<file path="src/rtl/overture_pkg.sv">
// Shared definitions for the Overture decode stage.
//   - class indices (bit positions in the one-hot class vector)
//   - ALU operation and condition-code encodings
//   - dec_rec_t: decoded-instruction record. Fields are sized to the widest
//     supported configuration (OPC_W <= 32, FLD_W <= 16). Producers zero-extend
//     into these fields and consumers slice back to the configured widths.
package overture_pkg;

    localparam int unsigned N_CLS         = 4;
    localparam int unsigned DEC_IMM_MAX_W = 32;
    localparam int unsigned DEC_FLD_MAX_W = 16;

    localparam int unsigned CLS_IMM  = 0;
    localparam int unsigned CLS_CALC = 1;
    localparam int unsigned CLS_COPY = 2;
    localparam int unsigned CLS_COND = 3;

    typedef enum logic [2:0] {
        ALU_OR   = 3'd0,
        ALU_NAND = 3'd1,
        ALU_NOR  = 3'd2,
        ALU_AND  = 3'd3,
        ALU_ADD  = 3'd4,
        ALU_SUB  = 3'd5
    } alu_op_e;

    typedef enum logic [2:0] {
        COND_NEVER  = 3'd0,
        COND_EQ0    = 3'd1,
        COND_LT0    = 3'd2,
        COND_LE0    = 3'd3,
        COND_ALWAYS = 3'd4,
        COND_NE0    = 3'd5,
        COND_GE0    = 3'd6,
        COND_GT0    = 3'd7
    } cond_e;

    typedef struct packed {
        logic [N_CLS-1:0]         cls;
        logic [DEC_IMM_MAX_W-1:0] imm;
        logic [DEC_FLD_MAX_W-1:0] src;
        logic [DEC_FLD_MAX_W-1:0] dst;
        logic [DEC_FLD_MAX_W-1:0] alu_op;
        logic [DEC_FLD_MAX_W-1:0] cond;
        logic                     illegal;
    } dec_rec_t;

    // Two-bit class code to one-hot {COND,COPY,CALC,IMM}.
    function automatic logic [N_CLS-1:0] cls_onehot(input logic [1:0] code);
        return N_CLS'(1) << code;
    endfunction

endpackage

</file>
<file path="src/rtl/overture_dec_fields.sv">
// Purely combinational opcode -> decoded record.
// Every field is extracted from the same opcode bits regardless of class;
// only the illegal flag is class-qualified (CALC with an undefined ALU op).
// Ports:
//   i_opcode  in   OPC_W      raw opcode
//   o_rec     out  dec_rec_t  decoded record (zero-extended fields)
module overture_dec_fields
    import overture_pkg::*;
#(
    parameter int unsigned OPC_W   = 8,
    parameter int unsigned FLD_W   = 3,
    parameter int unsigned ALU_OPS = 6
) (
    input  logic [OPC_W-1:0] i_opcode,
    output dec_rec_t         o_rec
);

    logic [N_CLS-1:0] w_cls;
    logic [FLD_W-1:0] w_low_fld;

    assign w_cls     = cls_onehot(i_opcode[OPC_W-1 -: 2]);
    assign w_low_fld = i_opcode[FLD_W-1:0];

    always_comb begin
        o_rec         = '0;
        o_rec.cls     = w_cls;
        o_rec.imm     = DEC_IMM_MAX_W'(i_opcode[OPC_W-3:0]);
        o_rec.src     = DEC_FLD_MAX_W'(i_opcode[2*FLD_W-1:FLD_W]);
        o_rec.dst     = DEC_FLD_MAX_W'(w_low_fld);
        o_rec.alu_op  = DEC_FLD_MAX_W'(w_low_fld);
        o_rec.cond    = DEC_FLD_MAX_W'(w_low_fld);
        o_rec.illegal = w_cls[CLS_CALC] && (32'(w_low_fld) >= ALU_OPS);
    end

endmodule

</file>
<file path="src/rtl/overture_decode_stage.sv">
// Registered Overture decode stage between fetch and execute.
// A 2-entry buffer of decoded records sits behind a valid/ready handshake;
// in_ready depends only on the fill level and flush, never on out_ready.
// Optional feature macro: OVERTURE_DEC_PERF_EN adds four saturating per-class
// retire counters on the perf_cnt port.
// Ports:
//   clk, rst       clock (rising edge), asynchronous active-high reset
//   flush          discard all buffered entries
//   in_valid/in_ready/in_opcode        upstream handshake + raw opcode
//   out_valid/out_ready                downstream handshake
//   out_class      one-hot {COND,COPY,CALC,IMM}
//   out_imm/out_src/out_dst/out_alu_op/out_cond/out_illegal  head fields
//   perf_cnt       per-class retire counts (OVERTURE_DEC_PERF_EN only)
module overture_decode_stage
    import overture_pkg::*;
#(
    parameter int unsigned OPC_W   = 8,
    parameter int unsigned FLD_W   = 3,
    parameter int unsigned ALU_OPS = 6,
    parameter int unsigned CNT_W   = 16
) (
    input  logic               clk,
    input  logic               rst,
    input  logic               flush,
    input  logic               in_valid,
    output logic               in_ready,
    input  logic [OPC_W-1:0]   in_opcode,
    output logic               out_valid,
    input  logic               out_ready,
    output logic [3:0]         out_class,
    output logic [OPC_W-3:0]   out_imm,
    output logic [FLD_W-1:0]   out_src,
    output logic [FLD_W-1:0]   out_dst,
    output logic [FLD_W-1:0]   out_alu_op,
    output logic [FLD_W-1:0]   out_cond,
    output logic               out_illegal
`ifdef OVERTURE_DEC_PERF_EN
    ,
    output logic [4*CNT_W-1:0] perf_cnt
`endif
);

    localparam int unsigned IMM_W = OPC_W - 2;

    // Reject configurations the record layout or field map cannot hold.
    if ((OPC_W < 8) || (OPC_W % 2 != 0) || (OPC_W > DEC_IMM_MAX_W) ||
        (2 * FLD_W > OPC_W - 2) || (FLD_W < 1) || (CNT_W < 1)) begin : g_bad_params
        $error("overture_decode_stage: unsupported OPC_W/FLD_W/CNT_W combination");
    end

    logic [1:0] r_count;
    dec_rec_t   r_head;
    dec_rec_t   r_tail;

    logic [1:0] w_count_nxt;
    dec_rec_t   w_head_nxt;
    dec_rec_t   w_tail_nxt;
    dec_rec_t   w_dec;
    logic       w_push;
    logic       w_pop;

    overture_dec_fields #(
        .OPC_W   (OPC_W),
        .FLD_W   (FLD_W),
        .ALU_OPS (ALU_OPS)
    ) u_fields (
        .i_opcode (in_opcode),
        .o_rec    (w_dec)
    );

    assign in_ready  = (r_count != 2'd2) & ~flush;
    assign out_valid = (r_count != 2'd0);
    assign w_push    = in_valid & in_ready;
    assign w_pop     = out_valid & out_ready;

    // Buffer next-state: head is always the oldest entry.
    always_comb begin
        w_count_nxt = r_count;
        w_head_nxt  = r_head;
        w_tail_nxt  = r_tail;
        if (flush) begin
            w_count_nxt = 2'd0;
        end else begin
            unique case (r_count)
                2'd0: begin
                    if (w_push) begin
                        w_head_nxt  = w_dec;
                        w_count_nxt = 2'd1;
                    end
                end
                2'd1: begin
                    if (w_push && w_pop) begin
                        w_head_nxt = w_dec;
                    end else if (w_push) begin
                        w_tail_nxt  = w_dec;
                        w_count_nxt = 2'd2;
                    end else if (w_pop) begin
                        w_count_nxt = 2'd0;
                    end
                end
                2'd2: begin
                    if (w_pop) begin
                        w_head_nxt  = r_tail;
                        w_count_nxt = 2'd1;
                    end
                end
                default: begin
                    w_count_nxt = 2'd0;
                end
            endcase
        end
    end

    always_ff @(posedge clk or posedge rst) begin
        if (rst) begin
            r_count <= 2'd0;
            r_head  <= '0;
            r_tail  <= '0;
        end else begin
            r_count <= w_count_nxt;
            r_head  <= w_head_nxt;
            r_tail  <= w_tail_nxt;
        end
    end

    assign out_class   = r_head.cls;
    assign out_imm     = r_head.imm[IMM_W-1:0];
    assign out_src     = r_head.src[FLD_W-1:0];
    assign out_dst     = r_head.dst[FLD_W-1:0];
    assign out_alu_op  = r_head.alu_op[FLD_W-1:0];
    assign out_cond    = r_head.cond[FLD_W-1:0];
    assign out_illegal = r_head.illegal;

    // Upper record bits are always zero for the configured widths.
    logic w_unused_hi;
    assign w_unused_hi = ^{r_head.imm[DEC_IMM_MAX_W-1:IMM_W],
                           r_head.src[DEC_FLD_MAX_W-1:FLD_W],
                           r_head.dst[DEC_FLD_MAX_W-1:FLD_W],
                           r_head.alu_op[DEC_FLD_MAX_W-1:FLD_W],
                           r_head.cond[DEC_FLD_MAX_W-1:FLD_W]};

`ifdef OVERTURE_DEC_PERF_EN
    logic [N_CLS-1:0][CNT_W-1:0] r_perf;

    // Retire counters: a pop coinciding with flush still counts; flush never clears.
    always_ff @(posedge clk or posedge rst) begin
        if (rst) begin
            r_perf <= '0;
        end else begin
            for (int k = 0; k < int'(N_CLS); k++) begin
                if (w_pop && r_head.cls[k] && (r_perf[k] != '1)) begin
                    r_perf[k] <= r_perf[k] + CNT_W'(1);
                end
            end
        end
    end

    assign perf_cnt = r_perf;
`endif

endmodule
</file>
<file path="config.mk">
export PLATFORM = sky130hd
export DESIGN_NAME = overture_decode_stage
export DESIGN_NICKNAME = d
export VERILOG_FILES = /design/src/rtl/overture_pkg.sv /design/src/rtl/overture_dec_fields.sv /design/src/rtl/overture_decode_stage.sv
export SDC_FILE = /design/constraint.sdc
export NUM_CORES = 1
export LEC_CHECK = 0
export CAP_MARGIN = 0
export CORE_ASPECT_RATIO = 0.6
export CORE_MARGIN = 3
export CORE_UTILIZATION = 29
export DETAILED_ROUTE_END_ITERATION = 10
export PLACE_DENSITY = 0.57
export SYNTH_ARGS = -nofsm -noshare
export SYNTH_HDL_FRONTEND = slang
export SYNTH_SLANG_ARGS = --single-unit
</file>
<file path="constraint.sdc">
create_clock -name clk -period 1.8 [get_ports clk]
set_input_delay 0.36 -clock clk [delete_from_list [all_inputs] [get_ports clk]]
set_output_delay 0.36 -clock clk [all_outputs]
set_load 0.01 [all_outputs]
</file>
==> qor.yml, run 1 <==
run_status:
  status: "complete, no violations"
floorplan:
  dieArea_um2: 5188
  start_util: 0.3213
  boundaryPins: 38
  rows: 17
  fp.dieH_um: 57.01
  die_w_um: 91.01
  fp.coreArea_um2: 3914
sta:
  maxSlewHeadroom: 0.7912
  rsz0062_at_grt: "no"
  fmax_ghz: 0.6096
  period_share: 0.9113
  fin_setup_tns_ns: 0
  finClkSkew_ns: 0.003718
  min_period_ns: 1.640
  tightest_slew_ns: 0.3045
  holdWs_ns: 0.4340
  drv_slew: 0
  hold_viol: 0
  setup_violations: 0
yosys:
  ys_seq_area_frac: 0.4776
  ys_warn_count: 0
  yosys.area_share.adder: 0
  syn-instance-count: 94
  syn_avg_cell_area_um2: 13.38
  synth_compound_area_frac: 0.03483
  synth_top_area_frac: 0.4776
  synth-xor-area-share: 0
  ys_types: 21
  synth_area_leaders: "dfrtp_1 (48%), mux2_2 (30%), buf_4 (7.8%)"
  synth_seq_cells: 24
  yosys.area.top_type: "dfrtp_1"
  synth_nets: 107
  synth-simple-area-share: 0.08557
  syn_area_um2: 1257
  synth.area.mux_share: 0.3035
  synth_top_family_by_area: "multiplexers"
setup_path:
  rrSetupSlack_ns: 0.31
  r2r_start: "r_count[1]"
  rr_endpoint: "out_imm[5]"
  path_class: "reg -> out"
  r2r_cells: 4
  crit_path_end_kind: "primary output"
  start_kind: "register"
  arrival_ns: 1.28
  crit_path_max_fanout: 6
  cp_data_required_time_ns: 1.44
final_layout:
  mostFrequentLayoutCells: "clkdlybuf4s50_1 (35), mux2_2 (33), dfrtp_1 (23)"
  final_util: 0.4335
  fin_nets: 141
  final_common_cell: "clkdlybuf4s50_1"
  drive_gt1_frac: 0.3968
  stdcell_count: 183
  antenna_cells: 0
  syn2layout_area_growth_pct: 34.93
clock_tree:
  cts_hold_buf: 0
  cts.clk_slew.worst_paths_ns: 0.08
  clock-sinks: 24
  clock_latency_ns: 0.26
  cts_setup_buffers: 0
  cts_tree: "built"
  cts_buffers: 3
  cts.htree.levels: 1
  cts_root_buf: "clkbuf_8"
  cts-resized-gates: 3
  cts_buffer_depth: 2
power_and_ir_drop:
  power.density_nw_per_um2: 889.6
  swShare: 0.2581
  p_leak_nw: 0.7268
  clkPwrFrac: 0.199
  combPwrFrac: 0.329
  p_int_w: 0.001120
  p_sw_w: 0.0003895
  seq_power_share: 0.472
  ir_drop_mv: 0.3653
drt:
  detail-route-antenna-nets: 0
  routed_wl_mm: 2.335
  viasPerCell: 4.399
  drc: 0
  num_vias: 805
  drtPass1Iterations: 2
  wl_per_cell_um: 12.76
  first_iter_violations: 7
placed_design:
  place_inst: 180
  dp_hpwl_mm: 1.742
  gp_congestion: 0.7098
  io_buffers: 37
global_routing:
  grt.total_usage: 0.09840
  grt_pass1_vias: 831
  grt_max_degree: 25
  grt_antenna_before_repair: 0
  grt_pass1_wl_mm: 4.098
  overflow: 0
job:
  cap_violations: 0
worst_hold_path:
  hp-class: "in -> async"
## through the flow
stage          area (um2)  total power (W)  worst slack, ns
4_1_cts              1697         0.001539           0.1423
3_3_place_gp         1657         0.001218         -0.08536
5_1_grt              1697         0.001610          0.09678
3_5_place_dp         1657         0.001230          -0.1121
2_1_floorplan        1257         0.001009           0.3702
6_report             1697         0.001509           0.1597
## cells in the mapped netlist, drive strengths merged
master,number
mux2,33
nand4bb,1
and2b,1
inv,1
o31ai,1
o21ba,1
a21boi,1
dfrtp,24
nor2,3
and2,1
nand2,2
nand2b,1
a21oi,1
and4b,1
nand3,1
mux2i,1
or3b,1
buf,15
or2,1
nor2b,3
## final cells by class
type / instances / area [um2]
clock buffer: 3 / 41.29
fill: 385 / 2217
inverter: 1 / 3.754
multi-input combinational: 54 / 533.0
sequential: 24 / 601.8
tap: 57 / 71.32
timing repair buffer: 44 / 445.4
## registers in the layout, summed over array words and instances, names as in the netlist
register and flops:
out_class 4, out_imm 6, out_illegal 1, r_tail 11, r_count 2
## how the worst max path moves through the flow
stage	depth (start not counted)	slack [ns]	endpoint	startpoint
floorplan	4	0.37	out_imm[0]	r_count[0]
global placement	5	-0.09	out_imm[2]	out_ready
detailed placement	5	-0.11	out_class[0]	out_ready
CTS	2	0.14	out_valid	r_count[1]
global route	2	0.1	out_valid	r_count[1]
finish	2	0.16	out_valid	r_count[1]
## per-layer routing
layer,part of all wire,up-vias,global-route usage
li1,-,380,-
met1,0.48,400,0.1282
met2,0.45,25,0.1600
met3,0.065,0,0.04348
met4,0,0,0.006438
met5,0,-,0
## cells by family after synthesis
group | Yosys count
AOI/OAI and AO/OA | 4
buffers and inverters | 16
DFF | 24
muxes | 34
and+or+nand+nor | 16
## power by group through the flow
stage / combinational [W] / sequential, W / clock, W
after floorplan: 0.000276 / 0.000733 / 0
after global placement: 0.000501 / 0.000718 / 0
after detailed placement: 0.000504 / 0.000726 / 0
after CTS: 0.000505 / 0.000716 / 0.000318
after global routing: 0.000535 / 0.000731 / 0.000344
final: 0.000496 / 0.000713 / 0.000300
## critical path: stages, from the launching register on
cell	delay, ns
dfrtp_2	0.46
or2_2	0.28
dlygate4sd2_1	0.28
(Power assumes the default switching activity.)
==> run 2: changes to the inputs <==
- CTS_CLUSTER_SIZE: not set -> 8
- PLACE_DENSITY: 0.57 -> 0.5
- SYNTH_HIERARCHICAL: not set -> 1
==> run 2 against run 1 <==
Worst setup slack got worse by 0.12 ns. Synthesized area rose by 100%. Cell area rose by 86%. Total power rose by 120%. Wire length rose by 97%. Synthesized cell count rose by 74%. Non-clock buffer count rose by 7. Die area rose by 90%. Via count rose by 62%. Maximum frequency fell by 6.9%. Critical endpoint is now in_ready. Largest power group unchanged.
==> qor.yml, run 2 <==
sta:
  tightest_slew_ns: 0.4160
  drv_slew: 0
  fmax_ghz: 0.5673
  hold_viol: 0
  maxSlewHeadroom: 0.7223
  holdWs_ns: 0.3907
  period_share: 0.9793
  setup_violations: 0
  finClkSkew_ns: 0.004629
  min_period_ns: 1.763
final_layout:
  regMostFlops: "r_tail"
  largest_reg_flops: 23
  stdcell_count: 306
  mostFrequentLayoutCells: "dfrtp_1 (47), mux2_4 (38), clkdlybuf4s50_1 (34)"
  syn2layout_area_growth_pct: 25.46
  fin_nets: 210
  antenna_cells: 0
  final_common_cell: "dfrtp_1"
  drive_gt1_frac: 0.5202
  final_util: 0.3874
power_and_ir_drop:
  combPwrFrac: 0.239
  seq_power_share: 0.435
  p_int_w: 0.002557
  p_leak_nw: 1.458
  ir_drop_mv: 0.4200
  clkPwrFrac: 0.326
  swShare: 0.2349
  power.density_nw_per_um2: 1061
  p_sw_w: 0.0007853
  p_total_w: 0.003343
yosys:
  synth_nets: 177
  syn_area_um2: 2511
  ys_warn_count: 6
  syn_avg_cell_area_um2: 15.31
  syn-instance-count: 164
placed_design:
  io_buffers: 37
  gp_congestion: 0.6809
  place_inst: 294
  dp_hpwl_mm: 3.099
global_routing:
  grt_pass1_vias: 1462
  grt_pass1_wl_mm: 7.562
  overflow: 0
  grt_antenna_before_repair: 0
  grt.total_usage: 0.09702
  grt_max_degree: 32
clock_tree:
  cts_tree: "built"
  cts_buffer_depth: 2
  cts_hold_buf: 0
  cts.clk_slew.worst_paths_ns: 0.06
  cts.htree.levels: 2
  cts_buffers: 5
  clock_latency_ns: 0.28
  cts_root_buf: "clkbuf_16"
  clock-sinks: 48
drt:
  detail-route-antenna-nets: 0
  num_vias: 1306
  viasPerCell: 4.268
  drtPass1Iterations: 3
  wl_per_cell_um: 15.00
  routed_wl_mm: 4.591
  first_iter_violations: 56
  drc: 0
setup_path:
  start_kind: "register"
  crit_path_end_kind: "primary output"
  r2r_cells: 5
  rr_endpoint: "out_src[1]"
  path_class: "reg -> out"
  cp_data_required_time_ns: 1.44
  crit_path_max_fanout: 6
  arrival_ns: 1.40
  r2r_start: "r_count[1]"
  rrSetupSlack_ns: 0.12
  endpoint: "in_ready"
  worstSetupStartpoint: "r_count[0]"
floorplan:
  die_w_um: 126.1
  fp.coreArea_um2: 8133
  rows: 25
  fp.dieH_um: 78.08
  dieArea_um2: 9849
  boundaryPins: 38
  start_util: 0.3088
run_status:
  status: "complete, no violations"
job:
  cap_violations: 0
worst_hold_path:
  hp-class: "in -> async"
[run 2: cell count changes in the layout (fill, tap and decap cells not counted), moves of 2 or more]
cell / before / now
mux2_4: 0 / 38
clkbuf_8: 3 / 1
clkbuf_16: 0 / 6
dfrtp_1: 23 / 47
buf_4: 5 / 9
mux2_2: 33 / 31
buf_12: 2 / 4
[run 2: power by group through the flow]
stage	Sequential, W	Clock, W	Combinational (W)
after floorplan	0.00149	0	0.000451
after global placement	0.00146	0	0.000777
after detailed placement	0.00148	0	0.000794
after CTS	0.00146	0.00113	0.000793
after global routing	0.00149	0.00116	0.000862
final	0.00145	0.00109	0.000800
[run 2: worst min-delay path by stage]
stage	slack [ns]	endpoint	cells after the start	start
after detailed placement	0.49	r_tail[99]	1	r_tail[99]
after global placement	0.48	r_tail[69]	1	r_tail[69]
after global routing	0.44	out_alu_op[1]	2	rst
final	0.39	out_cond[1]	2	rst
after floorplan	0.48	r_tail[65]	1	r_tail[65]
after CTS	0.40	out_cond[1]	2	rst
[run 2: worst max-delay path, cell delays in order, from the launching register on]
cell and delay [ns]:
dfrtp_2 0.45, nand2b_2 0.24, nor2b_1 0.15, dlygate4sd2_1 0.28
[run 2: layer usage]
| layer | vias to the layer above | GRT usage | part of all wire |
|---|---|---|---|
| met5 | - | 0 | 0 |
| met2 | 27 | 0.1437 | 0.43 |
| met3 | 2 | 0.04079 | 0.058 |
| li1 | 624 | - | - |
| met4 | 0 | 0.02141 | 0.0017 |
| met1 | 653 | 0.1326 | 0.51 |
[run 2: area by class of cell]
cell class / instances / area, um2
Clock buffer: 6 / 138.9
Tap cell: 108 / 135.1
Clock inverter: 2 / 38.79
Fill cell: 775 / 4982
Inverter: 1 / 3.754
Timing Repair Buffer: 51 / 543.0
Multi-Input combinational cell: 90 / 1089
Sequential cell: 48 / 1202
[run 2: stage by stage]
stage / setup TNS [ns] / cell area, um2 / setup WS (ns)
floorplan: 0 / 2511 / 0.2669
global placement: -4.328 / 2920 / -0.1648
detailed placement: -7.576 / 2920 / -0.2610
CTS: 0 / 3097 / 0.02914
global route: -0.003193 / 3151 / -0.003193
finish: 0 / 3151 / 0.03722
[run 2: timing repair]
item                       4_1_cts  5_1_grt
setup endpoints to repair        2       18
gates cloned                     0        1
setup buffers                    0        3
gates resized for setup          3        2
pin swaps                        0        1
==> run 3: changes to the inputs <==
- CORE_MARGIN: 3 -> 1
==> run 3 against run 2 <==
Maximum frequency increased by 3.3%. Non-clock buffer count down 3. Clock skew down 0.0015 ns. Clock power down 5%.
==> qor.yml, run 3 (synthesis gave the netlist of run 2 again) <==
run_status:
  status: "complete, no violations"
drt:
  drtPass1Iterations: 3
  routed_wl_mm: 4.420
  num_vias: 1326
  detail-route-antenna-nets: 0
  drc: 0
  first_iter_violations: 32
  wl_per_cell_um: 14.59
  viasPerCell: 4.376
clock_tree:
  cts.htree.levels: 2
  cts_tree: "built"
  cts_root_buf: "clkbuf_16"
  clock-sinks: 48
  cts.clk_slew.worst_paths_ns: 0.06
  cts_buffer_depth: 2
  clock_latency_ns: 0.29
  cts_buffers: 5
power_and_ir_drop:
  p_leak_nw: 1.417
  power.density_nw_per_um2: 1059
  p_total_w: 0.003275
  ir_drop_mv: 0.4073
sta:
  min_period_ns: 1.707
  hold_viol: 0
  tightest_slew_ns: 0.4091
  drv_slew: 0
  period_share: 0.9484
  rsz0062_at_grt: "no"
  fmax_ghz: 0.5858
  setup_violations: 0
  fin_setup_tns_ns: 0
  maxSlewHeadroom: 0.7269
  finClkSkew_ns: 0.003123
final_layout:
  mostFrequentLayoutCells: "dfrtp_1 (46), mux2_4 (38), clkdlybuf4s50_1 (35)"
  finish.instance_area_um2: 3092
  fin_nets: 207
  final_util: 0.3802
  regMostFlops: "r_tail"
  largest_reg_flops: 23
  drive_gt1_frac: 0.5077
  final_common_cell: "dfrtp_1"
  syn2layout_area_growth_pct: 23.12
  stdcell_count: 303
  antenna_cells: 0
job:
  cap_violations: 0
setup_path:
  start_kind: "register"
  crit_path_max_fanout: 4
  crit_chain: "nand2b_2, nor2b_1, dlygate4sd2_1"
  cp_slowest_stage_delay_ns: 0.42
  cp_num_cells: 3
  cpMaxStageDelayCell: "dfrtp_2"
  crit_path_end_kind: "primary output"
  path_class: "reg -> out"
  crit_buf_inv: 1
  critPathTopFamily: "flip-flops"
  arrival_ns: 1.35
  cp_data_required_time_ns: 1.44
  r2r_cells: 4
  rrSetupSlack_ns: 0.22
floorplan:
  die_w_um: 122.1
  fp.dieH_um: 74.08
  rows: 25
  fp.coreArea_um2: 8133
  start_util: 0.3088
  dieArea_um2: 9048
  boundaryPins: 38
global_routing:
  grt.total_usage: 0.1075
  grt_max_degree: 32
  grt_antenna_before_repair: 0
  grt_pass1_vias: 1399
  overflow: 0
  grt_pass1_wl_mm: 7.169
placed_design:
  dp_hpwl_mm: 3.017
  place_inst: 294
  gp_congestion: 0.6257
  placed_cell_area_um2: 2920
  io_buffers: 37
worst_hold_path:
  hp-class: "in -> async"
-- run 3: cell types whose count changed in the layout (fill, tap and decap cells not counted), sizes merged --
cell | before | now
buf | 13 | 11
clkbuf | 7 | 6
clkdlybuf4s50 | 34 | 35
dlymetal6s2s | 1 | 0
-- run 3: per-stage QoR --
step | setup WS, ns | hold WS (ns)
2_1_floorplan | 0.2669 | 0.4753
4_1_cts | 0.08487 | 0.4016
6_report | 0.09286 | 0.3887
3_5_place_dp | -0.2108 | 0.4948
3_3_place_gp | -0.1653 | 0.4825
5_1_grt | 0.04067 | 0.4233
-- run 3: area by class of cell --
class / instances / area (um2)
flip-flops and latches: 48 / 1204
inverters: 1 / 3.754
well taps: 108 / 135.1
multi-input cells: 90 / 1085
fillers: 776 / 5041
clock buffers: 6 / 128.9
clock inverters: 2 / 35.03
repair buffers: 48 / 500.5
-- run 3: path summary, 6_finish.rpt --
check                               to        from
min                        out_cond[1]         rst
max                           in_ready  r_count[0]
max reg2reg                 out_imm[4]  r_count[1]
min reg2reg                 r_tail[18]  r_tail[18]
min in group clk            r_tail[18]  r_tail[18]
max in group asynchronous   r_count[1]         rst
-- run 3: power by group --
part           switching (W)  internal [W]
Combinational       0.000255      0.000526
Clock               0.000390      0.000653
Sequential          0.000129       0.00132
Total               0.000773       0.00250
-- run 3: timing repair --
item | CTS | global route
endpoints found under the setup margin | 2 | 0
hold buffers | 0 | 0
gates resized for setup | 4 | 0
buffers inserted | 1 | 0
-- run 3: layer usage --
layer | track usage | wire [um] | part of all wire | up-vias
li1 | - | - | - | 619
met3 | 0.03758 | 235 | 0.053 | 5
met4 | 0.04065 | 51 | 0.012 | 0
met1 | 0.1396 | 2164 | 0.49 | 673
met5 | 0 | 0 | 0 | -
met2 | 0.1664 | 1968 | 0.45 | 29
